$ cat config.mk
export PLATFORM = sky130hd
export DESIGN_NAME = fir_seq_ctrl
export DESIGN_NICKNAME = d
export VERILOG_FILES = /design/src/rtl/fir_seq_ctrl.sv
export SDC_FILE = /design/constraint.sdc
export NUM_CORES = 1
export LEC_CHECK = 0
export CAP_MARGIN = 20
export CORE_UTILIZATION = 47
export CTS_CLUSTER_SIZE = 12
export DETAILED_ROUTE_END_ITERATION = 10
export PLACE_DENSITY_LB_ADDON = 0.15
export SLEW_MARGIN = 40
export SYNTH_ARGS = -nofsm -noshare
export SYNTH_HDL_FRONTEND = slang
export SYNTH_SLANG_ARGS = --single-unit
export TNS_END_PERCENT = 30
$ cat constraint.sdc
create_clock -name clk -period 6 [get_ports clk]
set_input_delay 1.2 -clock clk [delete_from_list [all_inputs] [get_ports clk]]
set_output_delay 1.2 -clock clk [all_outputs]
set_load 0.05 [all_outputs]
$ cat src/rtl/fir_seq_ctrl.sv
// rtl/fir_seq_ctrl.sv - sample/coefficient sequencer feeding a streaming FIR filter
//
// Loads TAPS coefficients into the FIR, then streams num_samples entries from
// a host-written sample buffer. Playback either stops after one pass or wraps
// continuously, and every run ends in a TAPS-long drain phase and a done pulse.
//
// Optional feature macro: FIR_SEQ_ZERO_FLUSH_EN
//   defined   - DRAIN pushes TAPS zero-valued samples through the ready/valid port
//   undefined - DRAIN idles with fir_valid low for TAPS cycles
//
// Ports:
//   clk, rst                      clock, asynchronous active-high reset
//   start, stop                   single-cycle run begin / early-end requests
//   loop_en                       wrap playback continuously while high
//   num_samples                   samples per pass (0 or > DEPTH means DEPTH)
//   buf_we/buf_addr/buf_wdata     host write port into the sample buffer
//   coef_we/coef_idx/coef_wdata   host write port into the coefficient file
//   fir_coef_we/addr/data         coefficient load port to the FIR
//   fir_data_in/fir_valid         sample stream to the FIR (registered)
//   fir_ready                     FIR accepts the current sample
//   busy/done/sample_cnt          run active, end pulse, samples accepted this pass

module fir_seq_ctrl #(
    parameter int N     = 16,
    parameter int DEPTH = 32,
    parameter int TAPS  = 8,
    localparam int AW   = $clog2(DEPTH),
    localparam int CW   = $clog2(TAPS),
    localparam int SW   = AW + 1
) (
    input  logic          clk,
    input  logic          rst,
    input  logic          start,
    input  logic          stop,
    input  logic          loop_en,
    input  logic [SW-1:0] num_samples,
    input  logic          buf_we,
    input  logic [AW-1:0] buf_addr,
    input  logic [N-1:0]  buf_wdata,
    input  logic          coef_we,
    input  logic [CW-1:0] coef_idx,
    input  logic [N-1:0]  coef_wdata,
    output logic          fir_coef_we,
    output logic [CW-1:0] fir_coef_addr,
    output logic [N-1:0]  fir_coef_data,
    output logic [N-1:0]  fir_data_in,
    output logic          fir_valid,
    input  logic          fir_ready,
    output logic          busy,
    output logic          done,
    output logic [SW-1:0] sample_cnt
);

`ifdef FIR_SEQ_ZERO_FLUSH_EN
    localparam bit ZERO_FLUSH = 1'b1;
`else
    localparam bit ZERO_FLUSH = 1'b0;
`endif

    localparam logic [CW-1:0] LAST_TAP = CW'(TAPS - 1);

    typedef enum logic [2:0] {
        IDLE,
        LOAD_COEF,
        STREAM,
        DRAIN,
        DONE
    } state_t;

    state_t state;
    state_t state_nxt;

    logic [N-1:0]  buf_mem  [DEPTH];
    logic [N-1:0]  coef_mem [TAPS];

    logic [CW-1:0] coef_cnt;
    logic [CW-1:0] drain_cnt;
    logic [AW-1:0] rd_addr;
    logic [AW-1:0] rd_addr_inc;
    logic [SW-1:0] ns_reg;
    logic [SW-1:0] ns_eff;
    logic          stop_pend;
    logic          stop_req;
    logic          xfer;
    logic          last_sample;
    logic          drain_last;

    // Out-of-range pass lengths fall back to the whole buffer.
    assign ns_eff = (num_samples == '0 || num_samples > SW'(DEPTH)) ? SW'(DEPTH) : num_samples;

    assign xfer        = fir_valid && fir_ready;
    assign stop_req    = stop || stop_pend;
    assign rd_addr_inc = rd_addr + AW'(1);
    assign last_sample = ({1'b0, rd_addr} == ns_reg - SW'(1));

    // With zero flush, drain counts accepted zero samples; otherwise clock cycles.
    assign drain_last  = ZERO_FLUSH ? (xfer && drain_cnt == LAST_TAP) : (drain_cnt == LAST_TAP);

    // Host writes are only allowed while idle; contents survive reset.
    always_ff @(posedge clk) begin
        if (buf_we && !busy) begin
            buf_mem[buf_addr] <= buf_wdata;
        end
        if (coef_we && !busy) begin
            coef_mem[coef_idx] <= coef_wdata;
        end
    end

    always_ff @(posedge clk or posedge rst) begin
        if (rst) begin
            state <= IDLE;
        end else begin
            state <= state_nxt;
        end
    end

    always_comb begin
        state_nxt     = state;
        busy          = (state != IDLE);
        done          = (state == DONE);
        fir_coef_we   = (state == LOAD_COEF);
        fir_coef_addr = '0;
        fir_coef_data = '0;

        if (state == LOAD_COEF) begin
            fir_coef_addr = coef_cnt;
            fir_coef_data = coef_mem[coef_cnt];
        end

        case (state)
            IDLE: begin
                if (start) begin
                    state_nxt = LOAD_COEF;
                end
            end
            LOAD_COEF: begin
                // A stop seen during the load skips streaming entirely.
                if (coef_cnt == LAST_TAP) begin
                    state_nxt = stop_req ? DRAIN : STREAM;
                end
            end
            STREAM: begin
                // A pending sample is never abandoned: stop waits for its transfer.
                if (xfer) begin
                    if (stop_req || (last_sample && !loop_en)) begin
                        state_nxt = DRAIN;
                    end
                end else if (!fir_valid && stop_req) begin
                    state_nxt = DRAIN;
                end
            end
            DRAIN: begin
                if (drain_last) begin
                    state_nxt = DONE;
                end
            end
            DONE: begin
                state_nxt = IDLE;
            end
            default: begin
                state_nxt = IDLE;
            end
        endcase
    end

    always_ff @(posedge clk or posedge rst) begin
        if (rst) begin
            coef_cnt    <= '0;
            drain_cnt   <= '0;
            rd_addr     <= '0;
            sample_cnt  <= '0;
            ns_reg      <= '0;
            stop_pend   <= 1'b0;
            fir_valid   <= 1'b0;
            fir_data_in <= '0;
        end else begin
            case (state)
                IDLE: begin
                    if (start) begin
                        coef_cnt   <= '0;
                        drain_cnt  <= '0;
                        rd_addr    <= '0;
                        sample_cnt <= '0;
                        stop_pend  <= 1'b0;
                        ns_reg     <= ns_eff;
                    end
                end
                LOAD_COEF: begin
                    coef_cnt <= coef_cnt + CW'(1);
                    if (stop) begin
                        stop_pend <= 1'b1;
                    end
                    // Prefetch the first sample so STREAM starts with valid data.
                    if (state_nxt == STREAM) begin
                        fir_valid   <= 1'b1;
                        fir_data_in <= buf_mem[0];
                    end else if (state_nxt == DRAIN) begin
                        fir_valid   <= ZERO_FLUSH;
                        fir_data_in <= '0;
                        drain_cnt   <= '0;
                    end
                end
                STREAM: begin
                    if (stop) begin
                        stop_pend <= 1'b1;
                    end
                    if (xfer) begin
                        if (last_sample && loop_en && state_nxt == STREAM) begin
                            rd_addr    <= '0;
                            sample_cnt <= '0;
                        end else begin
                            rd_addr    <= rd_addr_inc;
                            sample_cnt <= sample_cnt + SW'(1);
                        end
                    end
                    // fir_data_in only moves on a transfer, so it holds during stalls.
                    if (state_nxt == DRAIN) begin
                        fir_valid   <= ZERO_FLUSH;
                        fir_data_in <= '0;
                        drain_cnt   <= '0;
                    end else if (xfer) begin
                        fir_data_in <= (last_sample && loop_en) ? buf_mem[0] : buf_mem[rd_addr_inc];
                    end
                end
                DRAIN: begin
                    if (ZERO_FLUSH) begin
                        if (xfer) begin
                            drain_cnt <= drain_cnt + CW'(1);
                            if (drain_last) begin
                                fir_valid <= 1'b0;
                            end
                        end
                    end else begin
                        drain_cnt <= drain_cnt + CW'(1);
                    end
                end
                default: begin
                end
            endcase
        end
    end

endmodule

==> reports/metrics.csv, run 1 <==
stage,metric,value,unit
final_layout,Largest regs,"buf_mem: 512 flops, coef_mem: 128 flops, fir_data_in: 16 flops",
pwr,Gate power share,28.1,%
grt,Total GRT Usage,22.2,%
placed_design,HPWL Detailed,37800,um
pwr,overall power,13600,uW
yosys,area fraction of the dominant cell type after synthesis,70.9,%
pwr,Leak,0.0101,uW
yosys,post-synthesis sequential area ratio,75.0,%
floorplanning,io pins,99,
sta,slew of the pin with the lowest slew margin,0.847,ns
sta,Final period util,76.9,%
final_layout,Filler Cell Count,4287,
critical_path,flop2flop setup slack,2.59,ns
yosys,Post-synth ARST share,6.43,%
sta,unrepaired setup endpoints after global routing,false,
sta,final setup violation count,0,
route,"antenna viol nets, final",0,
yosys,"count leader, synth",edfxtp_1,
route,vias post-DR,14000,
sta,Slew headroom,42.8,%
worst_hold_path,hold path start,buf_mem[0][4],
route,drt pass-1 iters,5,
cts,hold buffers post-CTS,0,
final_layout,most flop-heavy register,buf_mem,
yosys,Syn Area/Cell,19.5,sq um
placed_design,routability congestion estimate,0.805,
critical_path,worst endpoint required time,4.80,ns
route,DRT Wirelength,63500,um
sta,Final Hold Viols,0,
yosys,Most used DFF post-synth,edfxtp_1,
sta,Slew Limit Fails,0,
pwr,power share of the clock group,30.7,%
yosys,Synth Register Bits,684,
sta,minimum clock period,4.61,ns
final_layout,layout cells sized above 1,22.3,%
pwr,NetSw,4170,uW
cts,clock tree from TritonCTS,built,
pwr,maximum VDD drop,0.000229,V
cts,CTS max path bufs,3,
yosys,Ys Warns,0,
yosys,Yosys top cell by area,edfxtp_1,
sta,skew final,0.0286,ns
pwr,switch share,30.6,%
final_layout,n_diodes,0,
route,drt drc,0,
grt,largest net degree at the start of global routing,75,
cts,H-Tree Depth,3,
pwr,pwr dens,431,nW/um^2
pwr,Internal Power,9450,uW
critical_path,end of the worst register-to-register path,fir_data_in[10],
sta,final worst setup slack,1.39,ns
cts,Worst-Skew Late Latency,0.61,ns
grt,global route total overflow,0,
floorplanning,die height,242,um
run_status,status,finished clean,
route,vias per inst,5.92,
yosys,synth cell count leaders,"640 x edfxtp_1, 160 x mux4_2, 100 x nor2_1",
placed_design,pre-CTS setup slack,1.92,ns
cts,Sink Count,684,
placed_design,PortBufs,98,
cts,setup bufs post-CTS,0,
final_layout,flip-flop count of the largest register after layout,512,
final_layout,NumNets Final,1625,
floorplanning,die area,58600,sq um
pwr,part of the power in registers,41.2,%
cts,Worst-path clk slew,0.06,ns
worst_hold_path,hold endpoint,fir_data_in[4],
worst_hold_path,Hold Path Depth,1,
grt,initial antenna violation count,0,
yosys,Post-Syn Area,27100,sq um
final_layout,Util after Layout,55.7,%
critical_path,kind of critical path,reg -> out,
floorplanning,Die X,242,um
worst_hold_path,Hold Crit Class,reg -> reg,
run,Max-Cap Viols,0,
yosys,Area contributors post-synth,"edfxtp_1 71%, mux4_2 13%, dfrtp_1 4.1%",
yosys,library cells used by synthesis,59,
cts,Num CTS Buffers,73,
route,routed len/inst,26.8,um
yosys,Post-Synthesis Cells,1393,
final_layout,Layout area overhead,16.5,%
cts,CTS resizes,0,
critical_path,Critical Path End Type,primary output,
sta,Fin Setup TNS,0,ns
route,DR iter-0 viols,1488,
floorplanning,Initial Util,47.8,%
critical_path,Worst setup SP type,flip-flop,
floorplanning,Core Rows,87,
floorplanning,core area,56700,sq um
yosys,Mapped Nets,1454,
grt,vias in the first global route,14200,
critical_path,Critical Path AT,3.41,ns
sta,max frequency,217,MHz
yosys,Post-synth EDFFs,640,
grt,first-pass GRT wire length,95200,um
cts,clock root cell,clkbuf_16,
critical_path,FF-to-FF path depth,8,
critical_path,RR Startpoint,rd_addr[0],
critical_path,crit-path max FO,22,
-- worst max-delay path: stages, from the launching register on --
cell	delay, ns
dfrtp_2	0.79
buf_4	0.43
mux4_2	0.54
mux2i_1	0.24
nor2_1	0.07
clkdlybuf4s50_1	0.73
-- cells by family (layout without fill, tap and decap cells) --
group / count (synthesis) / count (layout) / share of synthesized area (%)
multiplexers: 190 / 190 / 14.4
adder cells (fa/ha/maj): 7 / 7 / 0.323
XOR/XNOR: 11 / 11 / 0.356
AO/OA/AOI/OAI: 120 / 120 / 3.49
buffers and inverters: 84 / 305 / 1.29
AND/OR/NAND/NOR: 297 / 297 / 5.16
flip-flops: 684 / 684 / 75.0
-- placed cells by master, fill, tap and decap left out, types with 4 or more instances in the layout --
cell	count
a211oi_1	16
a21o_1	5
a21oi_1	6
a221o_1	18
a22o_2	6
and2_1	10
buf_12	4
buf_4	68
clkbuf_1	22
clkbuf_16	73
clkdlybuf4s50_1	96
clkinv_1	11
clkinv_2	6
clkinv_8	4
dfrtp_1	42
edfxtp_1	640
ha_1	6
inv_1	8
mux2i_1	30
mux4_2	160
nand2_1	92
nand2b_1	11
nand3_1	39
nand3b_1	7
nor2_1	96
nor3_1	7
nor4_1	4
o21ai_0	11
o22ai_1	16
o311ai_0	13
o31ai_1	6
xnor2_1	7
-- stage by stage --
step / hold slack [ns] / area (sq um) / instances
6_report: 0.509 / 31600 / 2370
5_1_grt: 0.527 / 31600 / 2370
4_1_cts: 0.512 / 31600 / 2369
3_5_place_dp: 0.503 / 29400 / 2244
3_3_place_gp: 0.494 / 29400 / 2243
2_1_floorplan: 0.475 / 27100 / 1393
-- metal layers --
metal / routed length (um) / track usage (%) / part of all wire (%) / up-vias
met3: 4350 / 3.77 / 6.8 / 102
met5: 0 / 0 / 0 / -
met2: 30300 / 34.7 / 48 / 505
met1: 27200 / 32.3 / 43 / 7382
met4: 1620 / 6.79 / 2.6 / 0
li1: - / - / - / 6036
-- layout make-up --
cell class | instances | area, sq um | share of cell area (%)
Sequential cell | 684 | 20300 | 64.3
Multi-Input combinational cell | 625 | 6510 | 20.6
Clock buffer | 97 | 1940 | 6.13
Timing Repair Buffer | 171 | 1570 | 4.98
Tap cell | 756 | 946 | 2.99
Clock inverter | 28 | 259 | 0.820
Inverter | 9 | 36.3 | 0.115
-- worst max path at each step --
stage | depth (start not counted) | end | startpoint | slack [ns]
floorplan | 5 | fir_coef_data[10] | coef_cnt[0] | 2.62
detailed placement | 5 | fir_coef_data[5] | coef_cnt[0] | 1.92
CTS | 5 | fir_coef_data[5] | coef_cnt[0] | 1.26
global placement | 5 | fir_coef_data[12] | coef_cnt[0] | 1.91
finish | 5 | fir_coef_data[5] | coef_cnt[0] | 1.39
global route | 5 | fir_coef_data[4] | coef_cnt[0] | 1.15
-- power groups by stage --
stage	combinational, uW	sequential [uW]	clock, uW
6_report	3830	5610	4190
5_1_grt	4080	5640	4450
4_1_cts	3870	5610	4270
3_5_place_dp	3860	5710	0
3_3_place_gp	3820	5720	0
2_1_floorplan	2610	5730	0
No activity file was read; power rests on OpenSTA's default activity.
==> run 2, diff against run 1 <==
- clock period: 6 -> 4.3 ns (I/O delays scaled with it)
==> reports/metrics.csv, run 2 (synthesis results as in run 1) <==
stage,metric,value,unit,change
route,drt pass-1 iters,5,,unchanged
cts,hold buffers post-CTS,0,,unchanged
critical_path,Worst setup SP type,flip-flop,,
grt,largest net degree at the start of global routing,65,,-13%
grt,Total GRT Usage,22.3,%,+0.027 points
sta,Final Hold Viols,0,,unchanged
cts,CTS max path bufs,3,,unchanged
critical_path,Critical Path AT,3.14,ns,-0.27 ns
final_layout,most flop-heavy register,buf_mem,,
cts,setup bufs post-CTS,0,,unchanged
pwr,Internal Power,13200,uW,+39%
sta,Final period util,93.0,%,
cts,CTS resizes,0,,unchanged
worst_hold_path,Hold Path Depth,1,,unchanged
sta,max frequency,250,MHz,
route,DR iter-0 viols,1344,,-9.7%
critical_path,flop2flop setup slack,1.07,ns,-1.52 ns
placed_design,pre-CTS setup slack,0.842,ns,-1.08 ns
pwr,power share of the clock group,30.4,%,-0.3 points
sta,Slew headroom,42.6,%,-0.24 points
placed_design,routability congestion estimate,0.840,,+4.4%
route,DRT Wirelength,64100,um,+0.89%
run,Max-Cap Viols,0,,unchanged
final_layout,Largest regs,"buf_mem: 512 flops, coef_mem: 128 flops, fir_data_in: 16 flops",,
pwr,Gate power share,28.4,%,+0.3 points
sta,final worst setup slack,0.300,ns,-1.09 ns
placed_design,PortBufs,98,,unchanged
cts,Worst-Skew Late Latency,0.61,ns,about the same
final_layout,Non-Filler Instances,2377,,+0.30%
route,routed len/inst,27.0,um,+0.59%
critical_path,end of the worst register-to-register path,fir_data_in[9],,
sta,Slew Limit Fails,0,,unchanged
worst_hold_path,hold path start,buf_mem[0][2],,
cts,Sink Count,684,,unchanged
floorplanning,Die X,242,um,unchanged
final_layout,most frequent cells in the layout,"640 x edfxtp_1, 160 x mux4_2, 99 x nor2_1",,
critical_path,crit-path max FO,19,,-14%
critical_path,RR Startpoint,rd_addr[0],,
floorplanning,die height,242,um,unchanged
grt,first-pass GRT wire length,95400,um,+0.13%
cts,clock tree from TritonCTS,built,,
floorplanning,die area,58600,sq um,unchanged
grt,global route total overflow,0,,unchanged
sta,skew final,0.0253,ns,-0.00322 ns
final_layout,"commonest non-fill, non-tap cell in the layout",edfxtp_1,,
cts,Num CTS Buffers,72,,-1.4%
placed_design,HPWL Detailed,38300,um,+1.2%
final_layout,Layout area overhead,16.7,%,
route,vias per inst,5.92,,about the same
run_status,status,finished clean,,
route,drt drc,0,,unchanged
pwr,part of the power in registers,41.3,%,about the same
final_layout,Util after Layout,55.8,%,+0.060 points
critical_path,worst endpoint required time,3.44,ns,-1.36 ns
pwr,NetSw,5770,uW,+38%
final_layout,Filler Cell Count,4303,,+0.37%
route,"antenna viol nets, final",0,,unchanged
route,vias post-DR,14100,,+0.26%
final_layout,layout cells sized above 1,22.3,%,+0.041 points
cts,Worst-path clk slew,0.06,ns,about the same
final_layout,NumNets Final,1635,,+0.62%
floorplanning,Initial Util,47.8,%,unchanged
pwr,Leak,0.0102,uW,+0.48%
critical_path,kind of critical path,reg -> out,,
grt,initial antenna violation count,0,,unchanged
pwr,pwr dens,599,nW/um^2,+39%
final_layout,"Design Area, Final",31600,sq um,+0.11%
floorplanning,core area,56700,sq um,unchanged
worst_hold_path,hold endpoint,fir_data_in[2],,
critical_path,Critical Path End Type,primary output,,
placed_design,# placed instances,2256,,+0.53%
placed_design,dpl cell area,29500,sq um,+0.38%
grt,vias in the first global route,14300,,+0.80%
floorplanning,Core Rows,87,,unchanged
sta,final setup violation count,0,,unchanged
cts,H-Tree Depth,3,,unchanged
pwr,switch share,30.5,%,-0.16 points
sta,unrepaired setup endpoints after global routing,false,,
sta,minimum clock period,4.00,ns,
floorplanning,io pins,99,,unchanged
sta,Fin Setup TNS,0,ns,unchanged
worst_hold_path,Hold Crit Class,reg -> reg,,
cts,clock root cell,clkbuf_16,,
pwr,maximum VDD drop,0.000503,V,+120%
critical_path,FF-to-FF path depth,7,,-1
final_layout,flip-flop count of the largest register after layout,512,,unchanged
sta,slew of the pin with the lowest slew margin,0.851,ns,+0.00358 ns
-- run 2: changes by cell type in the layout (fill, tap and decap cells not counted), moves of 2 or more --
| cell | change |
|---|---|
| clkbuf_16 | +3 |
| clkinvlp_4 | -2 |
| nor2_2 | -3 |
| buf_4 | +11 |
| nor2_1 | +3 |
| clkinv_8 | -3 |
| bufinv_16 | -2 |
-- run 2: cell type report --
cell class	instances	area, sq um	share of cell area, %
flip-flops and latches	684	20300	64.3
well taps	756	946	2.99
repair buffers	182	1660	5.26
diodes	1	2.50	0.00791
inverters	9	36.3	0.115
clock buffers	100	2010	6.36
multi-input cells	625	6510	20.6
clock inverters	20	126	0.400
-- run 2: power by group through the flow --
stage          sequential, uW  combinational [uW]  clock [uW]
5_1_grt                  7850                5730        6080
3_3_place_gp             7950                5410           0
3_5_place_dp             7950                5430           0
2_1_floorplan            7990                3640           0
4_1_cts                  7820                5450        5850
6_report                 7810                5370        5750
-- run 2: per-stage QoR --
stage | total power [uW] | hold slack, ns
after floorplan | 11600 | 0.475
after global placement | 13400 | 0.485
after detailed placement | 13400 | 0.493
after CTS | 19100 | 0.506
after global routing | 19700 | 0.520
final | 18900 | 0.504
-- run 2: worst max-delay path by stage --
stage / start / endpoint / slack, ns / cells after the start
2_1_floorplan: coef_cnt[0] / fir_coef_data[10] / 1.26 / 5
4_1_cts: coef_cnt[0] / fir_coef_data[11] / 0.21 / 5
3_3_place_gp: coef_cnt[0] / fir_coef_data[7] / 0.85 / 5
3_5_place_dp: coef_cnt[0] / fir_coef_data[11] / 0.84 / 5
5_1_grt: coef_cnt[0] / fir_coef_data[11] / 0.11 / 5
6_report: coef_cnt[0] / fir_coef_data[11] / 0.30 / 5
-- run 2: routing by layer --
layer	global-route usage, %	vias to the layer above	routed length (um)
met2	34.8	452	30600
met1	32.1	7442	27600
met4	7.54	0	1780
met5	0	-	0
met3	3.68	103	4100
li1	-	6065	-
-- run 2: critical path, stage by stage, from the launching register on --
cell and delay (ns):
dfrtp_2 0.74, buf_12 0.27, mux4_2 0.51, mux2i_1 0.21
nor2_1 0.07, clkdlybuf4s50_1 0.71
